$ cat src/rtl/mac_tx_framer.sv
// rtl/mac_tx_framer.sv - MII nibble transmit framer: preamble, SFD, payload, zero pad, CRC-32 FCS, IFG
module mac_tx_framer #(
  parameter int IFG_NIBBLES = 24,
  parameter int MIN_FRAME   = 60,
  parameter int PAD_EN      = 1
) (
  input  logic       clk,
  input  logic       rst,
  input  logic [7:0] tx_data,
  input  logic       tx_valid,
  input  logic       tx_last,
  output logic       tx_ready,
  output logic       phy_tx_en,
  output logic [3:0] phy_txd,
  output logic       phy_tx_err,
  output logic       busy,
  output logic       underrun
);

  typedef enum logic [2:0] {
    S_IDLE,
    S_PREAMBLE,
    S_SFD,
    S_DATA,
    S_PAD,
    S_FCS,
    S_ERR,
    S_IFG
  } state_t;

  localparam logic [31:0] CRC_POLY = 32'hEDB88320;
  localparam logic [31:0] CRC_INIT = 32'hFFFFFFFF;
  localparam logic [10:0] MIN_CNT  = 11'(MIN_FRAME);
  localparam logic [10:0] CNT_MAX  = 11'h7FF;
  // The IDLE cycle that accepts the next frame is the final idle nibble of
  // the gap, so the IFG state itself lasts one cycle less than IFG_NIBBLES.
  localparam int          IFG_CYC  = (IFG_NIBBLES > 1) ? IFG_NIBBLES - 1 : 1;
  localparam logic [15:0] IFG_LAST = 16'(IFG_CYC - 1);

  state_t      state, state_nxt;
  logic [15:0] cnt, cnt_nxt;
  logic        hi, hi_nxt;
  logic [7:0]  byte_q, byte_nxt;
  logic        last_q, last_nxt;
  logic [10:0] byte_cnt, byte_cnt_nxt;
  logic [31:0] crc, crc_nxt;
  logic        armed;

  logic        en_nxt;
  logic [3:0]  txd_nxt;
  logic        err_nxt;
  logic        underrun_nxt;

  logic [3:0]  cur_nib;
  logic [31:0] crc_upd;
  logic [10:0] byte_cnt_inc;
  logic [2:0]  fcs_idx;

  // Reflected CRC-32 advanced by one nibble, bit 0 first.
  function automatic logic [31:0] crc_nibble(input logic [31:0] c, input logic [3:0] d);
    logic [31:0] r;
    r = c;
    for (int i = 0; i < 4; i++) begin
      if (r[0] ^ d[i]) r = (r >> 1) ^ CRC_POLY;
      else             r = r >> 1;
    end
    return r;
  endfunction

  // The nibble currently on the wire feeds the CRC in DATA; pad nibbles are zero.
  assign cur_nib      = (state == S_DATA) ? (hi ? byte_q[7:4] : byte_q[3:0]) : 4'h0;
  assign crc_upd      = crc_nibble(crc, cur_nib);
  assign byte_cnt_inc = (byte_cnt == CNT_MAX) ? byte_cnt : byte_cnt + 11'd1;
  assign fcs_idx      = cnt[2:0] + 3'd1;

  // Ready comes only from registered state; armed keeps it low until reset has been released.
  assign tx_ready = armed & ((state == S_IDLE) | ((state == S_DATA) & hi & ~last_q));
  assign busy     = (state != S_IDLE);

  // Next-state logic; phy outputs are computed here for the next cycle and registered.
  always_comb begin
    state_nxt    = state;
    cnt_nxt      = cnt;
    hi_nxt       = hi;
    byte_nxt     = byte_q;
    last_nxt     = last_q;
    byte_cnt_nxt = byte_cnt;
    crc_nxt      = crc;
    en_nxt       = 1'b0;
    txd_nxt      = 4'h0;
    err_nxt      = 1'b0;
    underrun_nxt = 1'b0;

    case (state)
      S_IDLE: begin
        if (tx_valid && tx_ready) begin
          byte_nxt     = tx_data;
          last_nxt     = tx_last;
          byte_cnt_nxt = '0;
          crc_nxt      = CRC_INIT;
          cnt_nxt      = '0;
          state_nxt    = S_PREAMBLE;
          en_nxt       = 1'b1;
          txd_nxt      = 4'h5;
        end
      end

      S_PREAMBLE: begin
        en_nxt = 1'b1;
        if (cnt == 16'd14) begin
          state_nxt = S_SFD;
          txd_nxt   = 4'hD;
        end else begin
          cnt_nxt = cnt + 16'd1;
          txd_nxt = 4'h5;
        end
      end

      S_SFD: begin
        state_nxt = S_DATA;
        hi_nxt    = 1'b0;
        en_nxt    = 1'b1;
        txd_nxt   = byte_q[3:0];
      end

      S_DATA: begin
        crc_nxt = crc_upd;
        en_nxt  = 1'b1;
        if (!hi) begin
          hi_nxt  = 1'b1;
          txd_nxt = byte_q[7:4];
        end else begin
          byte_cnt_nxt = byte_cnt_inc;
          if (last_q) begin
            if ((PAD_EN != 0) && (byte_cnt_inc < MIN_CNT)) begin
              state_nxt = S_PAD;
              hi_nxt    = 1'b0;
              txd_nxt   = 4'h0;
            end else begin
              state_nxt = S_FCS;
              cnt_nxt   = '0;
              txd_nxt   = ~crc_upd[3:0];
            end
          end else if (tx_valid) begin
            byte_nxt = tx_data;
            last_nxt = tx_last;
            hi_nxt   = 1'b0;
            txd_nxt  = tx_data[3:0];
          end else begin
            // Source starved mid-frame: signal the error instead of sending FCS.
            state_nxt    = S_ERR;
            err_nxt      = 1'b1;
            underrun_nxt = 1'b1;
          end
        end
      end

      S_PAD: begin
        crc_nxt = crc_upd;
        en_nxt  = 1'b1;
        if (!hi) begin
          hi_nxt = 1'b1;
        end else begin
          hi_nxt       = 1'b0;
          byte_cnt_nxt = byte_cnt_inc;
          if (byte_cnt_inc >= MIN_CNT) begin
            state_nxt = S_FCS;
            cnt_nxt   = '0;
            txd_nxt   = ~crc_upd[3:0];
          end
        end
      end

      S_FCS: begin
        if (cnt[2:0] == 3'd7) begin
          state_nxt = S_IFG;
          cnt_nxt   = '0;
        end else begin
          cnt_nxt = cnt + 16'd1;
          en_nxt  = 1'b1;
          txd_nxt = ~crc[{fcs_idx, 2'b00} +: 4];
        end
      end

      S_ERR: begin
        state_nxt = S_IFG;
        cnt_nxt   = '0;
      end

      S_IFG: begin
        if (cnt >= IFG_LAST) begin
          state_nxt = S_IDLE;
          cnt_nxt   = '0;
        end else begin
          cnt_nxt = cnt + 16'd1;
        end
      end

      default: state_nxt = S_IDLE;
    endcase
  end

  // State, datapath and registered MII outputs; reset abandons any frame in flight.
  always_ff @(posedge clk or posedge rst) begin
    if (rst) begin
      state      <= S_IDLE;
      cnt        <= '0;
      hi         <= 1'b0;
      byte_q     <= '0;
      last_q     <= 1'b0;
      byte_cnt   <= '0;
      crc        <= CRC_INIT;
      armed      <= 1'b0;
      phy_tx_en  <= 1'b0;
      phy_txd    <= 4'h0;
      phy_tx_err <= 1'b0;
      underrun   <= 1'b0;
    end else begin
      state      <= state_nxt;
      cnt        <= cnt_nxt;
      hi         <= hi_nxt;
      byte_q     <= byte_nxt;
      last_q     <= last_nxt;
      byte_cnt   <= byte_cnt_nxt;
      crc        <= crc_nxt;
      armed      <= 1'b1;
      phy_tx_en  <= en_nxt;
      phy_txd    <= txd_nxt;
      phy_tx_err <= err_nxt;
      underrun   <= underrun_nxt;
    end
  end

endmodule
$ cat config.mk
export PLATFORM = sky130hd
export DESIGN_NAME = mac_tx_framer
export DESIGN_NICKNAME = d
export VERILOG_FILES = /design/src/rtl/mac_tx_framer.sv
export SDC_FILE = /design/constraint.sdc
export NUM_CORES = 1
export LEC_CHECK = 0
export CORE_ASPECT_RATIO = 0.75
export CORE_MARGIN = 10
export CORE_UTILIZATION = 46
export CTS_CLUSTER_SIZE = 8
export DETAILED_ROUTE_END_ITERATION = 8
export PLACE_DENSITY = 0.63
export SYNTH_ARGS = -nofsm -noshare
export SYNTH_HDL_FRONTEND = slang
export SYNTH_SLANG_ARGS = --single-unit
$ cat constraint.sdc
create_clock -name clk -period 2.9 [get_ports clk]
set_clock_uncertainty 0.05 [all_clocks]
set_input_delay 0.58 -clock clk [delete_from_list [all_inputs] [get_ports clk]]
set_output_delay 0.58 -clock clk [all_outputs]
set_load 0.02 [all_outputs]
After elaboration in Yosys (flattened, before gate mapping)
Cells that the tools add are included.

storage, ports and cells
  flip-flop bits (word level) = 79
  logic and storage cells = 137
  output and inout bits = 9
  input port bits = 12

operators by class
  equal/unequal tests = 24
  order comparisons = 3
  shifts and indexed selects = 1
  multiplexer cells = 65
  bitwise logic cells = 15
  add/sub/neg operators = 3
  reduce and logical (&&, ||, !) cells = 15

operator list
  cell                                                                                  count
  32-bit two-way mux                                                                    5
  16-bit two-way mux                                                                    9
  16-bit one-hot mux with 7 select lines                                                1
  32-bit one-hot mux with 2 select lines                                                1
  13-bit inverter with 14-bit output                                                    4
  4-bit two-way mux                                                                     10
  11-bit two-way mux                                                                    3
  8-bit two-way mux                                                                     4
  32-bit by 6-bit variable part select with 4-bit output                                1
  3-bit two-way mux                                                                     10
  3-bit one-hot mux with 8 select lines                                                 1
  4-bit one-hot mux with 6 select lines                                                 1
  2-bit != test, second input constant                                                  11
  11-bit one-hot mux with 2 select lines                                                1
  16-bit by 1-bit adder with 16-bit output, second input constant                       1
  16-bit by 4-bit equality test with 1-bit output, second input constant                1
  16-bit by 5-bit greater-or-equal comparator with 1-bit output, second input constant  1
  8-bit one-hot mux with 2 select lines                                                 1
  8-bit AND reduction                                                                   2
  3-bit equality test, second input constant                                            5
  1-bit two-way mux                                                                     15
  11-bit by 1-bit adder with 11-bit output, second input constant                       1
  11-bit equality test, second input constant                                           1
  11-bit by 6-bit greater-or-equal comparator with 1-bit output, second input constant  1
  23 further kinds                                                                      35

Longest topological paths before layout
Gate-level depths: netlist (run 1).

  depth after elaboration = 15
  gate-level depth with buffers = 10
  gate-level depth less buffers = 8

Least setup slack after synthesis (run 1)
Ideal clock, no wire load.

  kind = register to register
  start point = reg cnt[0]
  end point = reg phy_txd[2]
  data required time = 2.730 ns
  cell stages (with the launch flop) = 10
  path buffers = 2
  clock period less this slack = 2.209 ns
  arrival time = 2.039 ns
  path slack = 0.691 ns
  setup time = 0.120 ns
  cells stage by stage = dfrtp_1 buf_2 inv_1 ha_1 clkbuf_1 mux4_2 mux2i_1 a21oi_1 o21ai_0 a31o_2

between the ends
  cells in the longest elaborated chain, start to end = 5
  elaborated cells on any way between the ends = 6
  classes of those cells = add/sub (1); eq/ne (1); shift (1); mux (2); bitwise (1)

ends and longest elaborated chain
  what                                                    RTL line  source
  from (decl)                                             41        logic [15:0] cnt, cnt_nxt;
  from (signal assigned)                                  220       cnt <= cnt_nxt;
  3-bit by 1-bit adder with 3-bit output                  74        assign fcs_idx = cnt[2:0] + 3'd1;
  32-bit by 6-bit variable part select with 4-bit output  181       txd_nxt = ~crc[{fcs_idx, 2'b00} +: 4];
  4-bit inverter                                          181
  4-bit two-way mux *                                     175       if (cnt[2:0] == 3'd7) begin
  4-bit one-hot mux with 6 select lines *                 94        case (state)
  net txd_nxt[2]                                          50        logic [3:0] txd_nxt;
  to (signal assigned)                                    228       phy_txd <= txd_nxt;
  to (decl)                                               14        output logic [3:0] phy_txd,

The timed path passes the listed nets; every way through them passes the cells marked *.
A chain may end at the register's enable or synchronous reset.

Worst setup path in the final report (run 1)
  start point = reg state[1]
  end point = out tx_ready

between the ends
  cells in the longest elaborated chain, start to end = 5
  elaborated cells on any way between the ends = 6
  classes of those cells = eq/ne (1); bitwise (4); reduce/logical (1)

ends and longest elaborated chain
  what                                            RTL line  source
  from (decl)                                     40        state_t state, state_nxt;
  from (signal assigned)                          219       state <= state_nxt;
  3-bit by 2-bit equality test with 1-bit output  77        assign tx_ready = armed & ((state == S_IDLE) | ((state == S_DATA) & hi & ~last_q));
  1-bit AND (2 in a row)                          77
  1-bit bitwise OR *                              77
  1-bit AND *                                     77
  to (decl)                                       12        output logic tx_ready,

Every way passes the cells marked *; elsewhere a longest branch is shown, timed or not.

==> results of run 1 <==
[what timing repair did]
item,4_1_cts,5_1_grt
endpoints found under the setup margin,0,1
setup buffers,0,0
gates resized for setup,0,1
hold buffers,0,0
[through the flow]
stage | hold slack [ns] | area (µm²) | setup WS, ns | total power, µW | utilization, %
2_1_floorplan | 0.394 | 4890 | 0.300 | 1140 | -
3_3_place_gp | 0.438 | 5250 | 0.249 | 1170 | 50.8
3_5_place_dp | 0.442 | 5250 | 0.194 | 1170 | 50.8
4_1_cts | 0.453 | 5540 | 0.0953 | 2310 | 53.6
5_1_grt | 0.478 | 5540 | 0.0867 | 2370 | 53.7
6_report | 0.452 | 5540 | 0.229 | 2290 | 53.7
[worst register-to-register path, cell delays in order (launching register included)]
cell	delay, ns
dfrtp_1	0.62
buf_4	0.29
mux2i_1	0.23
nor2_1	0.09
xnor2_2	0.39
xnor3_2	0.40
xnor2_1	0.16
a21oi_1	0.14
[flip-flops by register name, indices dropped and copies added (netlist names)]
name	flops
byte_q	8
armed	1
hi	1
phy_tx_en	1
last_q	1
crc	32
state	3
phy_txd	4
cnt	16
byte_cnt	11
underrun	1
[cell usage in the layout (no fill, tap or decap), types with 13 or more instances in the layout]
master,instances
a21oi_1,57
nor2_1,55
dfrtp_1,46
nand2_1,40
dfstp_2,32
clkdlybuf4s50_1,20
nand3_1,19
xor2_1,19
buf_4,19
a31oi_1,18
o21ai_0,16
xnor2_1,13
[metal layers]
layer | vias up | GRT usage (%)
met2 | 120 | 22.5
met1 | 1886 | 23.1
li1 | 1884 | -
met3 | 12 | 3.95
met5 | - | 0
met4 | 0 | 4.75
[logic make-up (layout without fill, tap and decap cells)]
| group | count (synthesis) | in the layout | share of synthesized area (%) |
|---|---|---|---|
| AOI/OAI and AO/OA | 143 | 143 | 18.8 |
| xor gates and xnor gates | 40 | 40 | 9.63 |
| adders and majority gates | 4 | 4 | 1.02 |
| buffers and inverters | 42 | 66 | 3.97 |
| DFF | 79 | 79 | 41.3 |
| muxes | 28 | 28 | 8.04 |
| other | 1 | 1 | 0.0768 |
| and+or+nand+nor | 168 | 168 | 17.2 |
[final cells by class]
type	count	area [µm²]
Clock inverter	5	47.5
Fill cell	915	4790
Clock buffer	11	243
Sequential cell	79	2020
Timing Repair Buffer	39	343
Tap cell	136	170
Inverter	11	42.5
Multi-Input combinational cell	384	2680
[report_power, final]
group | total (µW) | switching [µW] | internal (µW)
Clock | 1130 | 452 | 682
Combinational | 47.9 | 29.9 | 17.9
Sequential | 1110 | 0.729 | 1110
[worst max path at each step]
stage | end | from | cells after the start
floorplan | armed | rst | 1
global placement | cnt[1] | tx_valid | 7
detailed placement | cnt[14] | tx_valid | 8
CTS | tx_ready | state[1] | 5
global route | tx_ready | state[1] | 5
finish | tx_ready | state[1] | 5
==> results.py, run 1 <==
metrics = {
    "timing": {
        "finalCritPeriodShare_pct": 92.1,
        "setup_viol": 0,
        "timing.max_slew.rel_slack_pct": 54.9,
        "tns_ns": 0,
        "rsz0062_at_grt": "false",
        "hold_viol": 0,
        "drv_slew": 0,
        "period_minus_slack_ns": 2.67,
        "tightest_slew_ns": 0.675,
        "fmax_mhz": 374,
    },
    "yosys": {
        "synth_edf_count": 0,
        "ys.flop_type": "dfrtp_1",
        "syn_inst": 505,
        "ys_warn_count": 0,
        "synth_area_leaders": "dfrtp_1 24%, dfstp_2 17%, a21oi_1 5.8%",
        "syn_area_per_cell_um2": 9.68,
        "synth_seq_cells": 79,
        "seq_area_frac_synth_pct": 41.3,
        "synth_fp_nets": 521,
        "async_flop_share_pct": 100,
        "ys_types": 73,
        "syn-cell-area_um2": 4890,
        "ys_top_cells_by_count": "57 x a21oi_1, 55 x nor2_1, 47 x dfrtp_1",
        "netlist.area_leader.share_pct": 24.1,
        "synth.most_common_cell": "a21oi_1",
        "yosys.area.top_type": "dfrtp_1",
    },
    "place": {
        "portBuffers": 20,
        "placed_cells": 649,
        "gp_congestion": 0.907,
        "dp_hpwl_um": 8210,
    },
    "critical_path": {
        "critical_path.top_delay_family": "simple AND/OR/NAND/NOR gates",
        "crit_fanout": 12,
        "crit_chain": "and2_1 > nand3_1 > nand2_1 > and3_1 > clkdlybuf4s50_1",
        "ff2ff_setup_slack_ns": 0.46,
        "slowest_delay_ns": 0.60,
        "r2r_end": "crc[24]",
        "path_buf_inv": 1,
        "start_kind": "flop",
        "cp_slowest_cell": "clkdlybuf4s50_1",
        "criticalPathCategory": "flop to output port",
        "cp_data_arrival_time_ns": 2.04,
        "required_ns": 2.27,
        "critPathCaptureType": "output port",
        "reg2regPathDepth": 7,
        "timing.rr.start": "hi",
    },
    "grt": {
        "grt_pass1_wl_um": 19600,
        "grt_pass1_vias": 3644,
        "grt_use_total_pct": 15.8,
        "antenna_found_initial": 0,
        "overflow": 0,
        "grt_max_degree": 35,
    },
    "drt": {
        "avgRoutedWirePerCell_um": 17.5,
        "routed_wl_um": 11600,
        "viasPerCell": 5.87,
        "met2WireLength_um": 4960,
        "top_layer_used": "met4",
        "vias": 3902,
        "final_antenna_net_count": 0,
        "wl_met1_um": 5970,
        "drt-pass1-iter-count": 8,
        "met3_length_um": 564,
        "first_iter_violations": 476,
        "drc": 0,
    },
    "finish": {
        "num_antenna_cells": 0,
        "final_cells": 665,
        "area_growth_pct": 13.4,
        "nets": 540,
        "drive_gt1_share_pct": 21.0,
    },
    "die": {
        "die_y_um": 109,
        "num_rows": 32,
        "dieWidth_um": 139,
        "core_um2": 10300,
        "io_pins": 21,
        "initial_core_util_pct": 47.3,
        "dieArea_um2": 15200,
    },
    "power_and_ir_drop": {
        "power.density_nw_per_um2": 413,
        "p_leak_uw": 0.00221,
        "irDropWorstVdd_v": 0.000299,
    },
    "hold_path": {
        "hold_end": "cnt[15]",
        "hp-start": "cnt[15]",
        "holdCritPathClass": "flop to flop",
        "min_path_cells": 1,
    },
    "flow_run": {
        "drv_cap": 0,
    },
    "clock_network": {
        "htree_levels": 3,
        "cts_buffers": 9,
        "cts.clk_slew.worst_paths_ns": 0.06,
        "cts_root_buf": "clkbuf_16",
        "clock_sinks": 79,
        "clk_latency_ns": 0.34,
        "cts_buffer_depth": 2,
        "cts_tree": "built",
    },
    "status": {
        "outcome": "complete, no violations",
    },
}
Power figures use the tool's default switching activity.
==> run 2, diff against run 1 <==
--- a/config.mk
+++ b/config.mk
@@ -5,12 +5,14 @@
 export SDC_FILE = /design/constraint.sdc
 export NUM_CORES = 1
 export LEC_CHECK = 0
+export CELL_PAD_IN_SITES_DETAIL_PLACEMENT = 0
+export CELL_PAD_IN_SITES_GLOBAL_PLACEMENT = 2
 export CORE_ASPECT_RATIO = 0.75
 export CORE_MARGIN = 10
-export CORE_UTILIZATION = 46
+export CORE_UTILIZATION = 40
 export CTS_CLUSTER_SIZE = 8
 export DETAILED_ROUTE_END_ITERATION = 8
-export PLACE_DENSITY = 0.63
+export PLACE_DENSITY = 0.81
 export SYNTH_ARGS = -nofsm -noshare
 export SYNTH_HDL_FRONTEND = slang
 export SYNTH_SLANG_ARGS = --single-unit
==> results.py, run 2 (synthesis results as in run 1) <==
metrics = {
    "status": {
        "outcome": "complete, no violations",
    },
    "drt": {
        "drt-pass1-iter-count": 4,
        "routed_wl_um": 12300,
        "vias": 3828,
        "first_iter_violations": 338,
        "viasPerCell": 5.52,
        "drc": 0,
        "avgRoutedWirePerCell_um": 17.7,
        "final_antenna_net_count": 0,
    },
    "power_and_ir_drop": {
        "power_switching_uw": 502,
        "power_frac_seq_pct": 45.6,
        "p_sw_share_pct": 20.7,
        "internal_power_uw": 1920,
        "irDropWorstVdd_v": 0.000257,
        "p_clk_share_pct": 52.3,
        "pwr-share-comb_pct": 2.0,
        "p_leak_uw": 0.00225,
        "power.density_nw_per_um2": 429,
    },
    "timing": {
        "rsz0062_at_grt": "false",
        "period_minus_slack_ns": 2.55,
        "hold_viol": 0,
        "timing.max_slew.rel_slack_pct": 58.4,
        "tightest_slew_ns": 0.623,
        "tns_ns": 0,
        "worst_slack_ns": 0.346,
        "finalCritPeriodShare_pct": 88.1,
        "setup_viol": 0,
        "fmax_mhz": 392,
        "drv_slew": 0,
    },
    "finish": {
        "largest_reg_flops": 32,
        "reg_top3": "crc x32, cnt x16, byte_cnt x11",
        "mostFrequentLayoutCells": "57 x a21oi_1, 55 x nor2_1, 47 x dfrtp_1, 40 x nand2_1, 32 x dfstp_2",
        "regMostFlops": "crc",
        "final_util_pct": 47.9,
        "area_growth_pct": 15.6,
        "fill_cells": 1165,
        "drive_gt1_share_pct": 21.5,
        "final_common_cell": "a21oi_1",
        "num_antenna_cells": 0,
        "nets": 542,
    },
    "clock_network": {
        "htree_levels": 3,
        "cts_setup_buffers": 0,
        "cts_tree": "built",
        "cts_buffers": 9,
        "clock_sinks": 79,
        "cts_buffer_depth": 2,
        "cts.clk_slew.worst_paths_ns": 0.06,
        "ctsResizeCount": 0,
        "cts_root_buf": "clkbuf_16",
        "postCtsHoldBufs": 0,
        "clk_latency_ns": 0.34,
    },
    "place": {
        "portBuffers": 20,
        "gp_congestion": 0.790,
        "pre_cts_ws_ns": 0.185,
        "dp_hpwl_um": 8830,
    },
    "grt": {
        "grt_pass1_wl_um": 20300,
        "met1_usage_pct": 22.0,
        "met3_usage_pct": 3.74,
        "overflow": 0,
        "busiest_layer": "met1",
        "grt_max_degree": 38,
        "met2_usage_pct": 20.8,
        "antenna_found_initial": 0,
        "grt_pass1_vias": 3710,
        "grt_use_total_pct": 14.8,
    },
    "die": {
        "die_y_um": 116,
        "dieArea_um2": 17100,
        "io_pins": 21,
        "core_um2": 11800,
        "dieWidth_um": 148,
        "num_rows": 34,
        "initial_core_util_pct": 41.5,
    },
    "critical_path": {
        "ff2ff_setup_slack_ns": 0.47,
        "start_kind": "flop",
        "crit_fanout": 9,
        "cp_slowest_cell": "clkdlybuf4s50_1",
        "slowest_delay_ns": 0.60,
        "reg2regPathDepth": 7,
        "critPathCaptureType": "output port",
        "r2r_end": "phy_txd[2]",
        "cp_data_arrival_time_ns": 1.92,
        "required_ns": 2.27,
        "timing.rr.start": "cnt[0]",
        "crit_chain": "nand3_1 > nand2_1 > and3_1 > clkdlybuf4s50_1",
        "criticalPathCategory": "flop to output port",
    },
    "hold_path": {
        "hp-start": "cnt[15]",
        "min_path_cells": 1,
        "holdCritPathClass": "flop to flop",
        "hold_end": "cnt[15]",
    },
    "flow_run": {
        "drv_cap": 0,
    },
}
[run 2: cell types whose count changed in the layout (fill, tap and decap cells not counted), sizes merged]
cell,previous run,this run
buf,19,21
clkbuf,11,13
clkinv,5,1
clkinvlp,0,1
inv,10,11
[run 2: how the worst max path moves through the flow]
stage / startpoint / endpoint / slack (ns) / cells after the start
2_1_floorplan: rst / armed / 0.30 / 1
3_3_place_gp: tx_valid / cnt[1] / 0.20 / 7
3_5_place_dp: tx_valid / cnt[1] / 0.19 / 7
4_1_cts: hi / tx_ready / 0.32 / 4
5_1_grt: hi / tx_ready / 0.23 / 4
6_report: hi / tx_ready / 0.35 / 4
[run 2: cell type report]
class,instances,area (µm²),area share [%]
well taps,162,203,3.59
inverters,11,42.5,0.753
clock buffers,13,293,5.18
multi-input cells,384,2680,47.4
flip-flops and latches,79,2020,35.7
repair buffers,41,370,6.56
clock inverters,3,43.8,0.775
[run 2: per-stage QoR]
step / cells / power, µW / area (µm²) / hold slack [ns]
after floorplan: 505 / 1140 / 4890 / 0.394
after global placement: 677 / 1180 / 5310 / 0.436
after detailed placement: 677 / 1180 / 5310 / 0.433
after CTS: 693 / 2460 / 5650 / 0.445
after global routing: 693 / 2510 / 5650 / 0.479
final: 693 / 2420 / 5650 / 0.451
[run 2: layer usage]
| layer | share of wire, % | vias to the layer above |
|---|---|---|
| li1 | - | 1868 |
| met1 | 52 | 1888 |
| met2 | 43 | 70 |
| met3 | 4.6 | 2 |
| met4 | 0.31 | 0 |
| met5 | 0 | - |
[run 2: power groups by stage]
stage | registers (µW) | clock network, µW | logic, µW
after floorplan | 1120 | 0 | 20.6
after global placement | 1120 | 0 | 51.1
after detailed placement | 1120 | 0 | 51.4
after CTS | 1110 | 1300 | 51.5
after global routing | 1110 | 1340 | 56.2
final | 1110 | 1270 | 49.3
[run 2: worst max-delay path, delay by kind of cell, from the launching register on]
| kind | cells | cell delay (ns) |
|---|---|---|
| buffers and inverters | 1 | 0.60 |
| DFF | 1 | 0.56 |
| and+or+nand+nor | 3 | 0.42 |
==> run 3, diff against run 2 <==
--- a/config.mk
+++ b/config.mk
@@ -8,10 +8,11 @@
 export CELL_PAD_IN_SITES_DETAIL_PLACEMENT = 0
 export CELL_PAD_IN_SITES_GLOBAL_PLACEMENT = 2
 export CORE_ASPECT_RATIO = 0.75
-export CORE_MARGIN = 10
 export CORE_UTILIZATION = 40
 export CTS_CLUSTER_SIZE = 8
 export DETAILED_ROUTE_END_ITERATION = 8
+export GPL_ROUTABILITY_DRIVEN = 0
+export GPL_TIMING_DRIVEN = 0
 export PLACE_DENSITY = 0.81
 export SYNTH_ARGS = -nofsm -noshare
 export SYNTH_HDL_FRONTEND = slang
==> results.py, run 3 (synthesis results as in run 1) <==
metrics = {
    "critical_path": {
        "critPathCaptureType": "flop",
        "criticalPathCategory": "input port to flop",
        "required_ns": 3.06,
        "crit_fanout": 10,
        "start_kind": "input port",
        "cp_data_arrival_time_ns": 2.82,
        "reg2regPathDepth": 8,
    },
    "timing": {
        "fin_hold_ws_ns": 0.463,
        "finalCritPeriodShare_pct": 91.8,
        "rsz0062_at_grt": "false",
        "fmax_mhz": 376,
        "timing.max_slew.rel_slack_pct": 27.1,
        "hold_viol": 0,
        "drv_slew": 0,
        "setup_viol": 0,
        "tns_ns": 0,
        "period_minus_slack_ns": 2.66,
        "tightest_slew_ns": 1.07,
    },
    "grt": {
        "overflow": 0,
        "antenna_found_initial": 0,
        "grt_max_degree": 51,
        "grt_pass1_wl_um": 20700,
        "grt_use_total_pct": 21.3,
        "grt_pass1_vias": 3778,
    },
    "clock_network": {
        "cts_buffers": 9,
        "clk_latency_ns": 0.33,
        "cts_root_buf": "clkbuf_16",
        "cts.clk_slew.worst_paths_ns": 0.06,
        "cts_buffer_depth": 2,
        "clock_sinks": 79,
        "cts_setup_buffers": 0,
        "htree_levels": 3,
        "cts_tree": "built",
    },
    "drt": {
        "viasPerCell": 5.57,
        "avgRoutedWirePerCell_um": 17.7,
        "final_antenna_net_count": 0,
        "first_iter_violations": 310,
        "drc": 0,
        "vias": 3912,
        "drt-pass1-iter-count": 5,
        "routed_wl_um": 12500,
    },
    "finish": {
        "final_cells": 702,
        "final_common_cell": "a21oi_1",
        "num_antenna_cells": 0,
        "nets": 551,
        "drive_gt1_share_pct": 19.4,
        "largest_reg_flops": 32,
        "mostFrequentLayoutCells": "57 x a21oi_1, 55 x nor2_1, 47 x dfrtp_1, 40 x nand2_1, 32 x dfstp_2",
        "final_util_pct": 47.6,
        "reg_top3": "crc x32, cnt x16, byte_cnt x11",
        "area_growth_pct": 14.3,
        "regMostFlops": "crc",
    },
    "power_and_ir_drop": {
        "p_leak_uw": 0.00223,
        "power.density_nw_per_um2": 393,
        "internal_power_uw": 1720,
        "pwr-share-comb_pct": 2.3,
        "irDropWorstVdd_v": 0.000285,
        "p_clk_share_pct": 47.4,
        "power_switching_uw": 475,
        "p_sw_share_pct": 21.6,
        "power_frac_seq_pct": 50.3,
    },
    "die": {
        "core_um2": 11700,
        "initial_core_util_pct": 41.6,
        "num_rows": 34,
        "io_pins": 21,
        "die_y_um": 97.7,
        "dieArea_um2": 12700,
        "dieWidth_um": 130,
    },
    "place": {
        "dp_hpwl_um": 8870,
        "portBuffers": 20,
        "placed_cells": 688,
    },
    "flow_run": {
        "drv_cap": 0,
    },
    "hold_path": {
        "min_path_cells": 1,
        "holdCritPathClass": "flop to flop",
    },
    "status": {
        "outcome": "complete, no violations",
    },
}
run 3: worst max-delay path, stage by stage:
cell	delay, ns
clkdlybuf4s50_1	0.49
a2111oi_0	0.95
a21o_1	0.17
a211oi_1	0.08
o211a_4	0.20
buf_6	0.15
a21oi_1	0.15
a31oi_1	0.05
run 3: metrics by stage:
step | power (µW) | setup WS, ns | instance area [µm²]
after floorplan | 1140 | 0.300 | 4890
after global placement | 1170 | -1.19 | 5290
after detailed placement | 1180 | -0.0207 | 5320
after CTS | 2240 | 0.0181 | 5590
after global routing | 2280 | 0.0548 | 5590
final | 2200 | 0.237 | 5590
run 3: routing by layer:
metal / up-vias / part of all wire (%) / track usage [%]
li1: 1895 / - / -
met5: - / 0 / 0
met4: 0 / 0.88 / 4.74
met3: 9 / 3.7 / 4.02
met2: 94 / 42 / 30.7
met1: 1914 / 53 / 32.9
run 3: final timing paths:
check,start,to,slack [ns]
min in group asynchronous,rst,armed,0.54
max,tx_valid,cnt[5],0.24
min reg2reg,cnt[11],cnt[11],0.46
min,cnt[11],cnt[11],0.46
max reg2reg,cnt[0],phy_txd[2],0.25
max in group asynchronous,rst,crc[18],1.60
run 3: area by class of cell:
| cell class | count | area (µm²) |
|---|---|---|
| plain buffers | 29 | 150 |
| clock buffers | 12 | 246 |
| clock inverters | 4 | 21.3 |
| fillers | 1136 | 6150 |
| inverters | 11 | 43.8 |
| multi-input cells | 384 | 2680 |
| flip-flops and latches | 79 | 2020 |
| well taps | 162 | 203 |
| repair buffers | 21 | 230 |
run 3: power groups by stage:
stage | sequential (µW) | combinational [µW] | clock (µW)
floorplan | 1120 | 20.6 | 0
global placement | 1120 | 46.6 | 0
detailed placement | 1120 | 52.0 | 0
CTS | 1110 | 52.1 | 1080
global route | 1110 | 56.4 | 1120
finish | 1110 | 50.1 | 1040
run 3: repair_timing:
action / CTS / global route
resized for setup: 2 / 2
pin swaps: 0 / 1
endpoints found under the setup margin: 1 / 5
hold buffers: 0 / 0
endpoints found under the hold margin: 0 / 0
